$ cat config.mk
export PLATFORM = sky130hd
export DESIGN_NAME = mcpu5_prog_server_flat
export DESIGN_NICKNAME = d
export VERILOG_FILES = /design/src/rtl/mcpu5_prog_server_if.sv /design/src/rtl/mcpu5_prog_server.sv /design/src/flat_wrapper.sv
export SDC_FILE = /design/constraint.sdc
export NUM_CORES = 2
export LEC_CHECK = 0
export CAP_MARGIN = 10
export CORE_MARGIN = 2
export CORE_UTILIZATION = 57
export DETAILED_ROUTE_END_ITERATION = 8
export PLACE_DENSITY = 0.74
export SLEW_MARGIN = 30
export SYNTH_ARGS = -nofsm -noshare
export SYNTH_HDL_FRONTEND = slang
export SYNTH_SLANG_ARGS = --single-unit
export TNS_END_PERCENT = 1
$ cat constraint.sdc
create_clock -name i_clk -period 3.13 [get_ports i_clk]
set_input_delay 0.4695 -clock i_clk [delete_from_list [all_inputs] [get_ports i_clk]]
set_output_delay 0.4695 -clock i_clk [all_outputs]
set_load 0.01 [all_outputs]
$ cat src/rtl/mcpu5_prog_server_if.sv
// Bus bundle between the MCPU5 core side, the program loader, the run controller and the
// output drain of mcpu5_prog_server.
interface mcpu5_prog_server_if #(
  parameter int unsigned ADDR_W = 8,
  parameter int unsigned INST_W = 6
);
  logic [ADDR_W-1:0] cpu_addr;
  logic [INST_W-1:0] cpu_inst;
  logic              cpu_reset;
  logic              ld_valid;
  logic              ld_ready;
  logic [INST_W-1:0] ld_data;
  logic              ld_last;
  logic              run_start;
  logic              run_stop;
  logic              out_valid;
  logic              out_ready;
  logic [ADDR_W-1:0] out_data;
  logic [1:0]        state;
  logic              overflow;
  logic              timeout;

  // Server view
  modport slave (
    input  cpu_addr, ld_valid, ld_data, ld_last, run_start, run_stop, out_ready,
    output cpu_inst, cpu_reset, ld_ready, out_valid, out_data, state, overflow, timeout
  );

  // Host / CPU view
  modport master (
    output cpu_addr, ld_valid, ld_data, ld_last, run_start, run_stop, out_ready,
    input  cpu_inst, cpu_reset, ld_ready, out_valid, out_data, state, overflow, timeout
  );
endinterface

$ cat src/rtl/mcpu5_prog_server.sv
// Program server for the MCPU5 fetch bus: loadable program RAM with zero-latency fetch,
// OUT-value capture FIFO, CPU reset control and a run-cycle watchdog.
module mcpu5_prog_server #(
  parameter int unsigned       ADDR_W      = 8,
  parameter int unsigned       INST_W      = 6,
  parameter logic [INST_W-1:0] OUT_OPC     = 6'b111011,
  parameter logic [INST_W-1:0] IDLE_INST   = 6'b111001,
  parameter int unsigned       FIFO_DEPTH  = 8,
  parameter int unsigned       CYCLE_LIMIT = 10000
) (
  input logic                i_clk,
  input logic                i_reset,
  mcpu5_prog_server_if.slave io_bus
);

  localparam int unsigned RAM_DEPTH = 2 ** ADDR_W;
  localparam int unsigned PTR_W     = $clog2(FIFO_DEPTH);

  typedef enum logic [1:0] {
    StLoad = 2'd0,
    StArm  = 2'd1,
    StRun  = 2'd2,
    StHalt = 2'd3
  } state_e;

  state_e              r_state, w_state_nxt;
  logic [ADDR_W-1:0]   r_wptr, w_wptr_nxt;
  logic [31:0]         r_cnt, w_cnt_nxt;
  logic                r_cpu_reset;
  logic                r_pend, w_pend_nxt;
  logic                r_ovf, r_to;
  logic                w_to_set, w_clear;
  logic [INST_W-1:0]   r_mem [RAM_DEPTH];
  logic [ADDR_W-1:0]   r_fifo [FIFO_DEPTH];
  // Extra MSB on the FIFO pointers distinguishes full from empty.
  logic [PTR_W:0]      r_rd, r_wr;
  logic [PTR_W:0]      w_fifo_cnt;
  logic                w_empty, w_full, w_pop, w_push, w_drop, w_accept;
  logic [INST_W-1:0]   w_inst;

  assign w_inst     = (r_state == StRun) ? r_mem[io_bus.cpu_addr] : IDLE_INST;
  assign w_accept   = (r_state == StLoad) && io_bus.ld_valid;
  assign w_fifo_cnt = r_wr - r_rd;
  assign w_empty    = (w_fifo_cnt == '0);
  assign w_full     = (w_fifo_cnt == (PTR_W + 1)'(FIFO_DEPTH));
  assign w_pop      = io_bus.out_ready && !w_empty;
  // A pop on the same edge frees a slot, so a push into a full FIFO still lands.
  assign w_push     = r_pend && (!w_full || w_pop);
  assign w_drop     = r_pend && w_full && !w_pop;

  // Next-state logic for the load/arm/run/halt sequencer
  always_comb begin
    w_state_nxt = r_state;
    w_wptr_nxt  = r_wptr;
    w_cnt_nxt   = r_cnt;
    w_to_set    = 1'b0;
    w_clear     = 1'b0;
    unique case (r_state)
      StLoad: begin
        if (w_accept) begin
          if (io_bus.ld_last || (r_wptr == {ADDR_W{1'b1}})) begin
            w_state_nxt = StArm;
          end else begin
            w_wptr_nxt = r_wptr + 1'b1;
          end
        end
      end
      StArm: begin
        if (io_bus.run_start) begin
          w_state_nxt = StRun;
          w_cnt_nxt   = '0;
        end
      end
      StRun: begin
        w_cnt_nxt = r_cnt + 32'd1;
        if (io_bus.run_stop) begin
          w_state_nxt = StHalt;
        end else if ((CYCLE_LIMIT != 0) && (r_cnt == CYCLE_LIMIT - 1)) begin
          w_state_nxt = StHalt;
          w_to_set    = 1'b1;
        end
      end
      StHalt: begin
        if (io_bus.run_start) begin
          w_state_nxt = StRun;
          w_cnt_nxt   = '0;
          w_clear     = 1'b1;
        end
      end
      default: ;
    endcase
    // Capture only arms while staying in RUN; leaving RUN drops any pending capture.
    w_pend_nxt = (r_state == StRun) && (w_state_nxt == StRun) && (w_inst == OUT_OPC);
  end

  // Control state, FIFO pointers and sticky flags
  always_ff @(posedge i_clk) begin
    if (i_reset) begin
      r_state     <= StLoad;
      r_wptr      <= '0;
      r_cnt       <= '0;
      r_cpu_reset <= 1'b1;
      r_pend      <= 1'b0;
      r_ovf       <= 1'b0;
      r_to        <= 1'b0;
      r_rd        <= '0;
      r_wr        <= '0;
    end else begin
      r_state     <= w_state_nxt;
      r_wptr      <= w_wptr_nxt;
      r_cnt       <= w_cnt_nxt;
      r_cpu_reset <= (w_state_nxt != StRun);
      r_pend      <= w_pend_nxt;
      if (w_clear) begin
        r_ovf <= 1'b0;
        r_to  <= 1'b0;
      end else begin
        if (w_drop)   r_ovf <= 1'b1;
        if (w_to_set) r_to  <= 1'b1;
      end
      if (w_push) r_wr <= r_wr + 1'b1;
      if (w_pop)  r_rd <= r_rd + 1'b1;
    end
  end

  // Program RAM and FIFO storage; contents survive reset
  always_ff @(posedge i_clk) begin
    if (!i_reset && w_accept) r_mem[r_wptr] <= io_bus.ld_data;
    if (!i_reset && w_push)   r_fifo[r_wr[PTR_W-1:0]] <= io_bus.cpu_addr;
  end

  assign io_bus.cpu_inst  = w_inst;
  assign io_bus.cpu_reset = r_cpu_reset;
  assign io_bus.ld_ready  = (r_state == StLoad);
  assign io_bus.out_valid = !w_empty;
  assign io_bus.out_data  = r_fifo[r_rd[PTR_W-1:0]];
  assign io_bus.state     = r_state;
  assign io_bus.overflow  = r_ovf;
  assign io_bus.timeout   = r_to;

endmodule

$ cat src/flat_wrapper.sv
// flat-port wrapper written by rule: the top's interface ports become plain ports
module mcpu5_prog_server_flat 
#(
  parameter int unsigned       ADDR_W      = 8,
  parameter int unsigned       INST_W      = 6,
  parameter logic [INST_W-1:0] OUT_OPC     = 6'b111011,
  parameter logic [INST_W-1:0] IDLE_INST   = 6'b111001,
  parameter int unsigned       FIFO_DEPTH  = 8,
  parameter int unsigned       CYCLE_LIMIT = 10000
)
  (i_clk, i_reset, io_bus_cpu_addr, io_bus_ld_valid, io_bus_ld_data, io_bus_ld_last, io_bus_run_start, io_bus_run_stop, io_bus_out_ready, io_bus_cpu_inst, io_bus_cpu_reset, io_bus_ld_ready, io_bus_out_valid, io_bus_out_data, io_bus_state, io_bus_overflow, io_bus_timeout);
  mcpu5_prog_server_if #(.ADDR_W(ADDR_W), .INST_W(INST_W)) io_bus_i ();
  input logic i_clk;
  input logic i_reset;
  input wire logic [$bits(io_bus_i.cpu_addr)-1:0] io_bus_cpu_addr;
  input wire logic [$bits(io_bus_i.ld_valid)-1:0] io_bus_ld_valid;
  input wire logic [$bits(io_bus_i.ld_data)-1:0] io_bus_ld_data;
  input wire logic [$bits(io_bus_i.ld_last)-1:0] io_bus_ld_last;
  input wire logic [$bits(io_bus_i.run_start)-1:0] io_bus_run_start;
  input wire logic [$bits(io_bus_i.run_stop)-1:0] io_bus_run_stop;
  input wire logic [$bits(io_bus_i.out_ready)-1:0] io_bus_out_ready;
  output wire logic [$bits(io_bus_i.cpu_inst)-1:0] io_bus_cpu_inst;
  output wire logic [$bits(io_bus_i.cpu_reset)-1:0] io_bus_cpu_reset;
  output wire logic [$bits(io_bus_i.ld_ready)-1:0] io_bus_ld_ready;
  output wire logic [$bits(io_bus_i.out_valid)-1:0] io_bus_out_valid;
  output wire logic [$bits(io_bus_i.out_data)-1:0] io_bus_out_data;
  output wire logic [$bits(io_bus_i.state)-1:0] io_bus_state;
  output wire logic [$bits(io_bus_i.overflow)-1:0] io_bus_overflow;
  output wire logic [$bits(io_bus_i.timeout)-1:0] io_bus_timeout;
  assign io_bus_i.cpu_addr = io_bus_cpu_addr;
  assign io_bus_i.ld_valid = io_bus_ld_valid;
  assign io_bus_i.ld_data = io_bus_ld_data;
  assign io_bus_i.ld_last = io_bus_ld_last;
  assign io_bus_i.run_start = io_bus_run_start;
  assign io_bus_i.run_stop = io_bus_run_stop;
  assign io_bus_i.out_ready = io_bus_out_ready;
  assign io_bus_cpu_inst = io_bus_i.cpu_inst;
  assign io_bus_cpu_reset = io_bus_i.cpu_reset;
  assign io_bus_ld_ready = io_bus_i.ld_ready;
  assign io_bus_out_valid = io_bus_i.out_valid;
  assign io_bus_out_data = io_bus_i.out_data;
  assign io_bus_state = io_bus_i.state;
  assign io_bus_overflow = io_bus_i.overflow;
  assign io_bus_timeout = io_bus_i.timeout;
  mcpu5_prog_server #(.ADDR_W(ADDR_W), .INST_W(INST_W), .OUT_OPC(OUT_OPC), .IDLE_INST(IDLE_INST), .FIFO_DEPTH(FIFO_DEPTH), .CYCLE_LIMIT(CYCLE_LIMIT)) u_core (.i_clk(i_clk), .i_reset(i_reset), .io_bus(io_bus_i));
endmodule
==> flow_summary.yaml <==
synthesis:
  yosys_most_used_dff: "sky130_fd_sc_hd__edfxtp_1"
  synthDistinctLibCells: 77
  synth_top_cells_by_area: "sky130_fd_sc_hd__edfxtp_1 (73%), sky130_fd_sc_hd__mux4_2 (12%), sky130_fd_sc_hd__nor2_1 (2.1%)"
  syn_area_um2: 65600
  synthMostInstantiatedCell: "sky130_fd_sc_hd__edfxtp_1"
  synth_sequential_area_ratio_pct: 75.0
  synth_area_per_cell_um2: 19.3
  synth_edf_count: 1600
  ys_ff_latch: 1657
  yosys_warnings: 0
  mappedNetlistNets: 3436
  post_synth_inst_count: 3405
  ys_top_cells_by_count: "sky130_fd_sc_hd__edfxtp_1 (1600), sky130_fd_sc_hd__nor2_1 (360), sky130_fd_sc_hd__mux4_2 (339), sky130_fd_sc_hd__nand2_1 (130), sky130_fd_sc_hd__mux2i_1 (128)"
  yosysTopAreaCellShare_pct: 73.2
  cell_taking_the_most_area_after_synthesis: "sky130_fd_sc_hd__edfxtp_1"
  postSynth.asyncResetShare_pct: 0
power_and_ir_drop:
  max-vdd-ir-drop_mv: 0.604
  power_density_over_the_cells_nw_per_um2: 594
  power_leakage_nw: 26.3
  total_power_mw: 46.7
global_route:
  number_of_global_route_vias_before_repair: 37800
  maximum_number_of_pins_on_one_net_before_global_route_repair: 113
  grt_usage_pct: 31.6
  grt.overflow.total: 0
  first_pass_grt_wire_length_um: 263000
  number_of_antenna_violations_at_the_first_check_in_global_routing: 3
timing:
  final.setup_skew_ns: 0.0253
  final_period_minus_worst_setup_slack_ns: 3.96
  worst_pin_slew_ns: 0.961
  setup_viol: 6
  final-hold-violation-count: 0
  max_freq_mhz: 253
  final_min_period_over_clock_period_pct: 126
  grt_setup_unrepaired: "true"
  report.final.slew_viol_count: 0
  finalHoldWorstSlack_ns: 0.0915
  max-slew-margin-rel_pct: 35.9
  final_critical_path_setup_slack_ns: -0.829
die:
  fp-row-count: 124
  dieHeight_um: 343
  floorplan.initialDensity_pct: 57.5
  floorplan.die.width_um: 343
  ios: 42
  placeableCoreArea_um2: 114000
  die_area_um2: 118000
status:
  failed_checks: "setup timing"
  outcome: "complete, but fails checks"
cells_and_area:
  fillCellCount: 6974
  final_net_count: 4148
  seq_area_um2: 49200
  area_growth_syn_to_layout_pct: 19.7
  multi_input_area_um2: 15400
  fraction_of_final_layout_cells_with_drive_strength_greater_than_1_pct: 32.2
drt:
  dr_total_vias: 38000
  route.detailed.wl_per_inst_um: 31.8
  drt_drc_violations_left: 0
  drt_pass1_iterations: 5
  routed_wirelength_um: 183000
  postRouteAntennaNets: 0
  drt_iter0_markers: 5569
  route.detailed.vias_per_inst: 6.60
clock_network:
  clk_transition_reported_paths_ns: 0.06
  cts_hold_repair.buffers: 0
  h-tree-depth: 4
  worstSkewPairLatency_ns: 0.77
  clk_path_buf_depth: 3
  cts_sinks: 1657
  cts_root_buf: "sky130_fd_sc_hd__clkbuf_16"
  cts_tree: "built"
  cts_inserted_buffers: 164
setup_path:
  crit_type: "in2out"
  worst-endpoint-arrival_ns: 3.49
  critPathLaunchType: "input port"
  critical_path.endpoint_type: "output pin"
  peak_fanout_along_the_critical_path: 18
  timing.critical_path.required_ns: 2.66
flow_run:
  drv_cap: 0
placement:
  globalplace.congestion: 0.950
  port_buffers: 41
  detailedPlacementHpwl_um: 118000
min_path:
  hp-class: "in2reg"
==> cells in the final DEF (no fill, tap or decap), types with 25 or more instances in the layout <==
master,instances
sky130_fd_sc_hd__nor2_1,359
sky130_fd_sc_hd__buf_12,69
sky130_fd_sc_hd__clkinv_1,31
sky130_fd_sc_hd__a21oi_1,44
sky130_fd_sc_hd__mux2i_1,126
sky130_fd_sc_hd__clkbuf_16,170
sky130_fd_sc_hd__dfxtp_1,54
sky130_fd_sc_hd__buf_4,623
sky130_fd_sc_hd__xor2_1,26
sky130_fd_sc_hd__mux4_2,341
sky130_fd_sc_hd__nand3_1,39
sky130_fd_sc_hd__o21ai_0,25
sky130_fd_sc_hd__nor3_1,30
sky130_fd_sc_hd__clkbuf_1,27
sky130_fd_sc_hd__a22oi_1,39
sky130_fd_sc_hd__nand2_1,130
sky130_fd_sc_hd__nand4_1,26
sky130_fd_sc_hd__o22ai_1,26
sky130_fd_sc_hd__edfxtp_1,1600
==> logic make-up (layout without fill, tap and decap cells) <==
family / after synthesis / after routing / synth area share [%]
DFF: 1657 / 1657 / 75.0
and+or+nand+nor: 700 / 700 / 4.75
muxes: 507 / 507 / 14.6
AOI/OAI and AO/OA: 277 / 277 / 2.99
buffers and inverters: 214 / 1052 / 1.93
xor gates and xnor gates: 40 / 40 / 0.534
adders and majority gates: 10 / 10 / 0.191
other: 0 / 1 / 0
==> power breakdown <==
part           internal, mW  switching [mW]
Clock                  11.1            8.26
Sequential             24.3          0.0211
Combinational          1.29            1.72
==> critical path: stages <==
cell and delay [ns]:
sky130_fd_sc_hd__buf_12 0.14, sky130_fd_sc_hd__buf_12 0.21, sky130_fd_sc_hd__buf_16 0.20, sky130_fd_sc_hd__buf_12 0.17, sky130_fd_sc_hd__mux4_2 0.55, sky130_fd_sc_hd__a22oi_1 0.22
sky130_fd_sc_hd__a21oi_1 0.12, sky130_fd_sc_hd__buf_4 0.16, sky130_fd_sc_hd__nor4_1 0.33, sky130_fd_sc_hd__o31ai_1 0.16, sky130_fd_sc_hd__buf_4 0.16, sky130_fd_sc_hd__a21o_1 0.22
sky130_fd_sc_hd__dlygate4sd2_1 0.32
==> final cells by class <==
class | instances | share of cell area [%]
multi-input cells | 1534 | 19.6
repair buffers | 746 | 8.63
well taps | 1512 | 2.41
clock buffers | 203 | 5.60
clock inverters | 89 | 1.08
flip-flops and latches | 1657 | 62.6
inverters | 14 | 0.0669
diodes | 1 | 0.00319
==> registers in the layout, indices dropped and copies added, names as in the netlist, named ones only <==
name / cells
u_core.io_bus.timeout: 1
u_core.r_pend: 1
u_core.io_bus.overflow: 1
u_core.io_bus.state: 2
u_core.r_wptr: 8
u_core.r_rd: 4
u_core.r_fifo: 64
u_core.r_cnt: 32
u_core.io_bus.cpu_reset: 1
u_core.r_wr: 4
u_core.r_mem: 1536
==> worst paths after layout <==
path / cells after the start / start / slack (ns) / to
max: 13 / io_bus_cpu_addr[0] / -0.83 / io_bus_cpu_inst[5]
min reg2reg: 2 / u_core.r_cnt[10] / 0.50 / u_core.r_cnt[10]
min: 1 / io_bus_cpu_addr[4] / 0.09 / u_core.r_fifo[7][4]
max reg2reg: 8 / u_core.r_mem[66][0] / 0.03 / u_core.r_pend
==> timing repair <==
item                                    in CTS  in global routing
pin swaps                                    7                  2
gates cloned                                 3                  0
setup buffers                                2                  0
endpoints found under the setup margin      16                 10
gates resized for setup                     78                 14
==> layer usage <==
metal  wire length, µm  up-vias  track usage, %
met5                13        -               0
met4              9670        2            14.8
met3             21800      497            7.40
met2             86400     2794            49.4
met1             65400    19400            42.6
li1                  -    15300               -
==> stage by stage <==
| step | setup slack, ns | util (%) | cells | setup TNS, ns | area [µm²] |
|---|---|---|---|---|---|
| 3_3_place_gp | -1.36 | 63.8 | 5459 | -7.58 | 72900 |
| 6_report | -0.829 | 68.8 | 5756 | -4.11 | 78500 |
| 4_1_cts | -0.834 | 68.7 | 5755 | -3.90 | 78500 |
| 5_1_grt | -0.862 | 68.8 | 5756 | -4.42 | 78500 |
| 2_1_floorplan | 0.0183 | - | 3405 | 0 | 65600 |
| 3_5_place_dp | -1.36 | 63.8 | 5459 | -7.65 | 72900 |
No activity file was read; power rests on OpenSTA's default activity.
